## src/rtl/cgra_launch_pkg.sv

```systemverilog
// rtl/cgra_launch_pkg.sv - shared types and constants for the CGRA kernel launcher
//
// Contents:
//   launch_state_e  launcher FSM states (IDLE, START, RELEASE)
//   ST_*            2-bit launch status codes reported to the host
//   SYNC_DEPTH      number of flops in the Computation_Done synchronizer
package cgra_launch_pkg;

    typedef enum logic [1:0] {
        IDLE    = 2'd0,
        START   = 2'd1,
        RELEASE = 2'd2
    } launch_state_e;

    localparam logic [1:0] ST_OK      = 2'b00;
    localparam logic [1:0] ST_STALE   = 2'b01;
    localparam logic [1:0] ST_TIMEOUT = 2'b10;
    localparam logic [1:0] ST_ABORTED = 2'b11;

    localparam int SYNC_DEPTH = 2;

endpackage

```

## src/rtl/sync_2ff.sv

```systemverilog
// rtl/sync_2ff.sv - single-bit two-flop synchronizer with async active-high reset
//
// Ports:
//   clk   destination clock
//   rst   asynchronous active-high reset, clears both flops
//   din   asynchronous input level
//   dout  synchronized level, SYNC_DEPTH cycles behind din
module sync_2ff
    import cgra_launch_pkg::*;
(
    input  logic clk,
    input  logic rst,
    input  logic din,
    output logic dout
);

    logic [SYNC_DEPTH-1:0] sync_q;

    always_ff @(posedge clk or posedge rst) begin
        if (rst) begin
            sync_q <= '0;
        end else begin
            sync_q <= {sync_q[SYNC_DEPTH-2:0], din};
        end
    end

    assign dout = sync_q[SYNC_DEPTH-1];

endmodule

```

## src/rtl/cgra_launch_ctrl.sv

```systemverilog
// rtl/cgra_launch_ctrl.sv - host-side launcher for the CGRA Start/Done kernel handshake
//
// Optional feature: define CGRA_LAUNCH_TIMEOUT_EN to build the watchdog that
// ends a launch with status TIMEOUT after TIMEOUT_CYCLES in START or RELEASE.
//
// Ports:
//   Clk, Rst            clock, asynchronous active-high reset
//   Launch_Req, Abort   single-cycle host pulses
//   Computation_Start   kernel start level to the CGRA
//   Computation_Done    kernel done level from the CGRA (asynchronous)
//   Busy                high whenever the FSM is not IDLE
//   Done_Pulse          one-cycle pulse when a launch finishes (any status)
//   Status              result of the last launch (OK/STALE/TIMEOUT/ABORTED)
//   Overrun             sticky: launch requested while busy
//   Cycle_Count         Start-high cycles up to the synchronized Done rise, saturating
module cgra_launch_ctrl
    import cgra_launch_pkg::*;
#(
    parameter int CNT_WIDTH      = 32,
    parameter int TIMEOUT_CYCLES = 1048576
) (
    input  logic                 Clk,
    input  logic                 Rst,
    input  logic                 Launch_Req,
    input  logic                 Abort,
    output logic                 Computation_Start,
    input  logic                 Computation_Done,
    output logic                 Busy,
    output logic                 Done_Pulse,
    output logic [1:0]           Status,
    output logic                 Overrun,
    output logic [CNT_WIDTH-1:0] Cycle_Count
);

    generate
        if (TIMEOUT_CYCLES < 2) begin : g_bad_timeout
            $error("TIMEOUT_CYCLES must be at least 2");
        end
    endgenerate

    launch_state_e        state_q, state_n;
    logic [1:0]           pend_q, pend_n;
    logic [1:0]           status_q, status_n;
    logic                 pulse_q, pulse_n;
    logic                 overrun_q, overrun_n;
    logic [CNT_WIDTH-1:0] count_q, count_n;
    logic [1:0]           rel_status;
    logic                 done_s;

    sync_2ff u_done_sync (
        .clk  (Clk),
        .rst  (Rst),
        .din  (Computation_Done),
        .dout (done_s)
    );

`ifdef CGRA_LAUNCH_TIMEOUT_EN
    localparam int WD_W = $clog2(TIMEOUT_CYCLES);

    logic [WD_W-1:0] wd_q, wd_n;
    logic            wd_hit;

    // The first cycle of a state sees wd_q == 0, so hitting TIMEOUT_CYCLES-1
    // means the state has lasted exactly TIMEOUT_CYCLES cycles.
    assign wd_hit = (wd_q == WD_W'(TIMEOUT_CYCLES - 1));

    always_comb begin
        wd_n = wd_q + WD_W'(1);
        if (state_q == IDLE || state_n != state_q) begin
            wd_n = '0;
        end
    end

    always_ff @(posedge Clk or posedge Rst) begin
        if (Rst) begin
            wd_q <= '0;
        end else begin
            wd_q <= wd_n;
        end
    end
`endif

    always_ff @(posedge Clk or posedge Rst) begin
        if (Rst) begin
            state_q <= IDLE;
        end else begin
            state_q <= state_n;
        end
    end

    always_comb begin
        state_n    = state_q;
        pend_n     = pend_q;
        status_n   = status_q;
        pulse_n    = 1'b0;
        overrun_n  = overrun_q;
        count_n    = count_q;
        // An abort seen in RELEASE overrides whatever the kernel reported.
        rel_status = Abort ? ST_ABORTED : pend_q;

        if (Launch_Req && state_q != IDLE) begin
            overrun_n = 1'b1;
        end

        case (state_q)
            IDLE: begin
                // Launch wins over a simultaneous Abort: Abort is not examined here.
                if (Launch_Req) begin
                    if (!done_s) begin
                        state_n   = START;
                        pend_n    = ST_OK;
                        status_n  = ST_OK;
                        overrun_n = 1'b0;
                        count_n   = '0;
                    end else begin
                        // Done still high from a previous kernel: refuse to start.
                        status_n = ST_STALE;
                        pulse_n  = 1'b1;
                    end
                end
            end
            START: begin
                if (count_q != '1) begin
                    count_n = count_q + CNT_WIDTH'(1);
                end
                if (Abort) begin
                    state_n = RELEASE;
                    pend_n  = ST_ABORTED;
                end else if (done_s) begin
                    state_n = RELEASE;
                    pend_n  = ST_OK;
                end
`ifdef CGRA_LAUNCH_TIMEOUT_EN
                else if (wd_hit) begin
                    state_n = RELEASE;
                    pend_n  = ST_TIMEOUT;
                end
`endif
            end
            RELEASE: begin
                pend_n = rel_status;
                if (!done_s) begin
                    state_n  = IDLE;
                    status_n = rel_status;
                    pulse_n  = 1'b1;
                end
`ifdef CGRA_LAUNCH_TIMEOUT_EN
                else if (wd_hit) begin
                    state_n  = IDLE;
                    status_n = ST_TIMEOUT;
                    pulse_n  = 1'b1;
                end
`endif
            end
            default: begin
                state_n = IDLE;
            end
        endcase
    end

    always_ff @(posedge Clk or posedge Rst) begin
        if (Rst) begin
            pend_q    <= ST_OK;
            status_q  <= ST_OK;
            pulse_q   <= 1'b0;
            overrun_q <= 1'b0;
            count_q   <= '0;
        end else begin
            pend_q    <= pend_n;
            status_q  <= status_n;
            pulse_q   <= pulse_n;
            overrun_q <= overrun_n;
            count_q   <= count_n;
        end
    end

    // Start decodes straight from the state flop so reset drops it asynchronously.
    assign Computation_Start = (state_q == START);
    assign Busy              = (state_q != IDLE);
    assign Done_Pulse        = pulse_q;
    assign Status            = status_q;
    assign Overrun           = overrun_q;
    assign Cycle_Count       = count_q;

endmodule

```

## config.mk

```make
export PLATFORM = sky130hd
export DESIGN_NAME = cgra_launch_ctrl
export DESIGN_NICKNAME = d
export VERILOG_FILES = /design/src/rtl/cgra_launch_pkg.sv /design/src/rtl/sync_2ff.sv /design/src/rtl/cgra_launch_ctrl.sv
export SDC_FILE = /design/constraint.sdc
export NUM_CORES = 1
export LEC_CHECK = 0
export ABC_CLOCK_PERIOD_IN_PS = 2060
export CAP_MARGIN = 20
export CORE_MARGIN = 2
export CORE_UTILIZATION = 47
export CTS_BUF_LIST = sky130_fd_sc_hd__clkbuf_4 sky130_fd_sc_hd__clkbuf_8
export DETAILED_ROUTE_END_ITERATION = 16
export PLACE_DENSITY_LB_ADDON = 0.15
export RECOVER_POWER = 100
export SLEW_MARGIN = 20
export SYNTH_ARGS = -nofsm -noshare
export SYNTH_HDL_FRONTEND = slang
export SYNTH_SLANG_ARGS = --single-unit
```

## constraint.sdc

```tcl
create_clock -name Clk -period 2.06 [get_ports Clk]
set_input_delay 0.412 -clock Clk [delete_from_list [all_inputs] [get_ports Clk]]
set_output_delay 0.412 -clock Clk [all_outputs]
set_load 0.005 [all_outputs]
```

Yosys cells after proc, flatten, opt, wreduce, memory -nomap -nowiden. Cells that the tools add are included.

Memories kept: 0. Latch bits: 0. Word-level logic and storage cells: 53. Output and inout bits: 38. Memory bits (read-only): 0. Bits in registers: 42. RAM bits: 0.

Reductions and logical operators: 10. Multipliers: 0. Eq/ne operators: 8. $add $sub $neg: 1. Bitwise gates (word level): 0. Order comparisons: 0. Shift operators: 0. Divide/modulo/power cells: 0. Muxes and demuxes: 27.

Operators by type and width (count): $mux 32 (3); $pmux 32 s2 (1); $add 32x1->32 const B (1); $ne 32x32->1 const B (1); $mux 2 (11); $pmux 2 s3 (2); $reduce_and 4->1 (3); $mux 1 (8); $ne 2x2->1 const B (3); $reduce_bool 2->1 (3); $pmux 2 s2 (1); $ne 3x2->1 const B (1); $reduce_and 3->1 (1); $reduce_bool 3->1 (1); $eq 2x1->1 const B (1); $eq 2x2->1 const B (1); $logic_not 2->1 (1); $ne 2x1->1 const B (1); $pmux 1 s2 (1); $logic_and 1x1->1 (1).

Logic depth before layout (Yosys ltp).
Word-level depth: 6. Gate-level depth with buffers: 8. Mapped depth without buffers: 7.

By module. From an unflattened synthesis, not the netlist that was laid out.

Cells, all modules: 267. Area total of the unflattened synthesis: 2501.1 um^2.

Modules (own cells, without submodules): cgra_launch_ctrl (cells an instance 264, times used 1, sequential area each 1001.0 um^2, area each 2447.3 um^2); sync_2ff (cells an instance 3, times used 1, sequential area each 50.0 um^2, area each 53.8 um^2).

Least setup slack after synthesis. OpenSTA, ideal clock, no wires.

Path kind: register to register. Start: register state_q[0]. End: register count_q[13], in the netlist Cycle_Count[13]. Stages on the path, launching flop included: 8. Period minus slack after synthesis: 2.143 ns. Arrival time: 2.074 ns. Setup time: 0.069 ns. Path slack: -0.083 ns. Cells stage by stage: dfrtp_1 > inv_1 > ha_1 > clkbuf_1 > mux2i_1 > o31ai_4 > or4_1 > nand3_1.

Longest elaborated chain between the ends: 3.

Ends and longest elaborated chain: start: declaration (line cgra_launch_ctrl.sv:41) `launch_state_e state_q, state_n;`; start signal: assignment (line cgra_launch_ctrl.sv:87) `state_q <= state_n;`; $eq 2x1->1 / $logic_not 2->1 (equally long branches) (line cgra_launch_ctrl.sv:105) `case (state_q)`; $ne 2x1->1 (no line), or another cell as far along; $reduce_and 4->1 (no line); end signal: assignment (line cgra_launch_ctrl.sv:173) `count_q <= count_n;`; end: declaration (line cgra_launch_ctrl.sv:46) `logic [CNT_WIDTH-1:0] count_q, count_n;`.

Several ways; a longest one is shown, not always the timed one. A chain may end at the register's enable or synchronous reset.

Final worst setup path.
Start: register count_q[0], in the netlist Cycle_Count[0]. End: register count_q[29], in the netlist Cycle_Count[29].

Longest elaborated chain between the ends: 3.

Ends and longest elaborated chain (line): $add 32x1->32 / $ne 32x32->1 (equally long branches) (cgra_launch_ctrl.sv:124, cgra_launch_ctrl.sv:123); $mux 32 / $ne 2x1->1 (equally long branches); $pmux 32 s2 / $reduce_and 4->1 (equally long branches).

Several ways; a longest one is shown, not always the timed one. The select of a mux whose other input is x is not followed.

==> reports/summary.md <==
The flow ran to the end, and the final reports show no timing, DRC or antenna violations. Adding up every negative setup slack in the final design gives 0 ns. The number of flops mapped to enable cells by yosys is 0, and the setup slack after placement is -0.0919 ns.

Area share of the largest cell type after synthesis: 42.6%. The area growth from synthesis to layout is 49.4%, and the count of distinct cell types in the synthesized netlist is 43. The vias per cell is 5.75. Flip-flop cell with the highest count after synthesis: dfrtp_1. After clock tree synthesis, the clock-pin slew on the worst setup and hold paths is 0.08 ns.

The filler cells instantiated in the layout total 417. Counting along the longest clock path gives a buffer depth of 2. On the final layout, the worst hold slack is 0.360 ns. The final core utilization is 72.6%, and the number of flip-flops and latches in the synthesized netlist is 42. Summing every instance area after synthesis gives 2460 sq um.

The period utilization was 96.4%. In this run the static leakage power is 1.68 nW. The number of placed I/O pins is 43. Counting instances in the post-synthesis netlist gives the leading cell types as dfrtp_1 (42), nand2_1 (40), nand3_1 (30). Summed over all instances, the cell type with the most area after synthesis is dfrtp_1. In this run, CTS created clock tree buffers numbering 5. The post-route cell area came out at 3680 sq um. The die is 76.4 microns wide. The async set-reset flop share out of synthesis is 100%, and the detailed placement HPWL is 5.25 mm. In this run the register-to-register setup slack is 0.07 ns. The final-report setup violation count came out at 0. The number of antenna diodes in the final layout is 0.

Length in cells of the worst reg-to-reg path: 5. The endpoint of the most critical setup path is Cycle_Count[29]. The transition time at the pin with the least slew margin is 1.05 ns. The floorplan step defined a die boundary enclosing 5840 sq um. The required time at the endpoint of the critical path was 2.29 ns; the worst-path maximum fanout was 3.

Counting every instance in the synthesized netlist gives 281. The first-pass detailed-route iteration total is 5, and the initial antenna violation count is 0. The via count of the first global-routing pass is 2,569, and the number of remaining DRC errors is 0. The placed instances occupy a cell area of 3470 sq um. For this run, the post-layout net count is 406. For this design the ratio of total power to cell area is 933 nW/um^2.

TritonCTS built the clock tree. In this run the tightest slew margin relative to its limit is 29.8%. Detailed routing inserted a total of 2,692 vias. The logs give 0.00673 ns for the post-route clock skew and 0 for the total grt overflow. The mean instance size in the synthesized netlist was 8.77 sq um. Setup repair after global routing could not meet its margin everywhere. The starting utilization of the core area was 48.6%. The tools report the first-iteration detailed-routing DRC count as 238. In this run the worst setup path begins at Cycle_Count[0]. In this run, post-CTS hold repair placed 0 buffers.

The die is 76.4 microns tall. The startpoint identified for the worst register-to-register timing path is Cycle_Count[0]. The fmax is 504 MHz, and the number of rows created at floorplan is 26. The critical path in this run is classified as reg -> reg. The worst hold path begins at u_done_sync.sync_q[0]. For this run, the register share of the synthesized area comes to 42.6%. For this run, the total global-route usage over all layers was measured as 25.6%.

The run gives 0 as the number of pins with negative max-slew slack in the final report. The source-to-sink clock delay at the later pin of the worst-skew pair was 0.29 ns; the wire length of the first global-routing pass was 12.2 mm. The floorplan core area came out at 5070 sq um.

The routability-driven placement congestion ratio is 0.859. Setup slack closes at 0.0750 ns. Once detail routing completed, the nets flagged for antenna violations numbered 0.

The total of max-cap violations is 0. Class of the worst hold path: reg -> reg. The worst path in the final design needs a cycle of 1.99 ns, including I/O delays and setup. The Yosys step of the flow raised 0 warnings.

The average wire length per cell after detail routing came out at 15.4 microns. STA classifies the critical path startpoint as a flip-flop. The H-tree was split into 2 levels. The share of cells above drive strength 1 was 25.1%; the instance count along the most critical hold path was 0. The most repeated cell in the gate-level netlist after synthesis was dfrtp_1. Worst voltage drop across the vdd grid: 619 uV. Ranked by total cell area, the synthesized netlist is headed by dfrtp_1 (43%), nand2_1 (6.1%), nand3_1 (6.1%), mux2i_1 (4.5%), o21ai_0 (3.7%). The number of sinks handled by clock tree synthesis is 42, and the number of port buffers is 42. CTS placed an instance of clkbuf_8 at the clock tree root. The run gives 43 as the largest net degree at the start of global routing. The run gives 2.21 ns as the endpoint arrival time on the critical path. The capturing element type of the critical path was a flip-flop. The final-report hold violation count is 0. The reg-to-reg endpoint is Cycle_Count[29]. The wire length reported by the detailed router is 7.20 mm, and the number of nets produced by synthesis is 290.
-- logic make-up (layout without fill, tap and decap cells) --
| kind of cell | Yosys count | in the layout | share of synthesized area [%] |
|---|---|---|---|
| flip-flops | 42 | 42 | 42.6 |
| AND/OR/NAND/NOR | 140 | 140 | 30.4 |
| adder cells (fa/ha/maj) | 4 | 4 | 2.03 |
| multiplexers | 11 | 11 | 4.47 |
| AO/OA/AOI/OAI | 62 | 62 | 17.0 |
| buffers and inverters | 22 | 139 | 3.50 |
-- placed cells by master (no fill, tap or decap), types with 8 or more instances in the layout --
cell,n
mux2i_1,10
clkdlybuf4s50_1,31
dlygate4sd3_1,10
nand4_1,12
a22o_1,10
nor2_1,13
nand2_1,40
o21ai_1,8
dfrtp_1,42
inv_1,8
o21ai_0,18
buf_4,69
nand3_1,30
-- worst min path at each step --
stage | slack (ns) | to
after floorplan | 0.33 | u_done_sync.sync_q[1]
after global placement | 0.33 | u_done_sync.sync_q[1]
after detailed placement | 0.35 | u_done_sync.sync_q[1]
after CTS | 0.37 | u_done_sync.sync_q[1]
after global routing | 0.37 | u_done_sync.sync_q[1]
final | 0.36 | u_done_sync.sync_q[1]
-- worst max-delay path, cell delays in order (launching register included) --
cell and delay (ns):
dfrtp_1 0.39, nand4_1 0.15, or2_1 0.25, or4_4 0.54, or4b_1 0.50, o21ai_1 0.08
-- registers in the layout, indices dropped and copies added, names as in the netlist --
register / cells
Overrun: 1
state_q: 2
Status: 2
u_done_sync.sync_q: 2
pend_q: 2
Cycle_Count: 32
Done_Pulse: 1
-- stage by stage --
| step | total power (W) | cells |
|---|---|---|
| 2_1_floorplan | 0.00188 | 281 |
| 3_3_place_gp | 0.00273 | 452 |
| 3_5_place_dp | 0.00278 | 452 |
| 4_1_cts | 0.00345 | 462 |
| 5_1_grt | 0.00367 | 468 |
| 6_report | 0.00344 | 468 |
-- layout make-up --
type	instances	area, sq um	area share, %
Multi-Input combinational cell	217	1390	37.7
Sequential cell	42	1050	28.5
Timing Repair Buffer	122	1030	27.9
Tap cell	70	87.6	2.38
Clock buffer	6	82.6	2.24
Inverter	9	33.8	0.917
Clock inverter	2	12.5	0.340
-- report_power, final --
group	total [W]	switching, W	leakage (nW)	internal (W)
registers	0.00104	0.0000865	0.565	0.000957
clock network	0.000561	0.000291	0.0472	0.000270
logic	0.00183	0.000932	1.07	0.000900
total	0.00344	0.00131	1.68	0.00213
-- per-layer routing --
metal	vias up	wire, microns	track usage [%]
li1	1280	-	-
met1	1303	3250	36.2
met2	98	3470	41.4
met3	11	403	3.44
met4	0	85	7.27
met5	-	0	0
-- what timing repair did --
item | 4_1_cts | 5_1_grt
setup buffers | 2 | 6
pin swaps | 1 | 7
setup endpoints to repair | 31 | 19
resized for setup | 7 | 10
No activity file was read; power rests on OpenSTA's default activity.
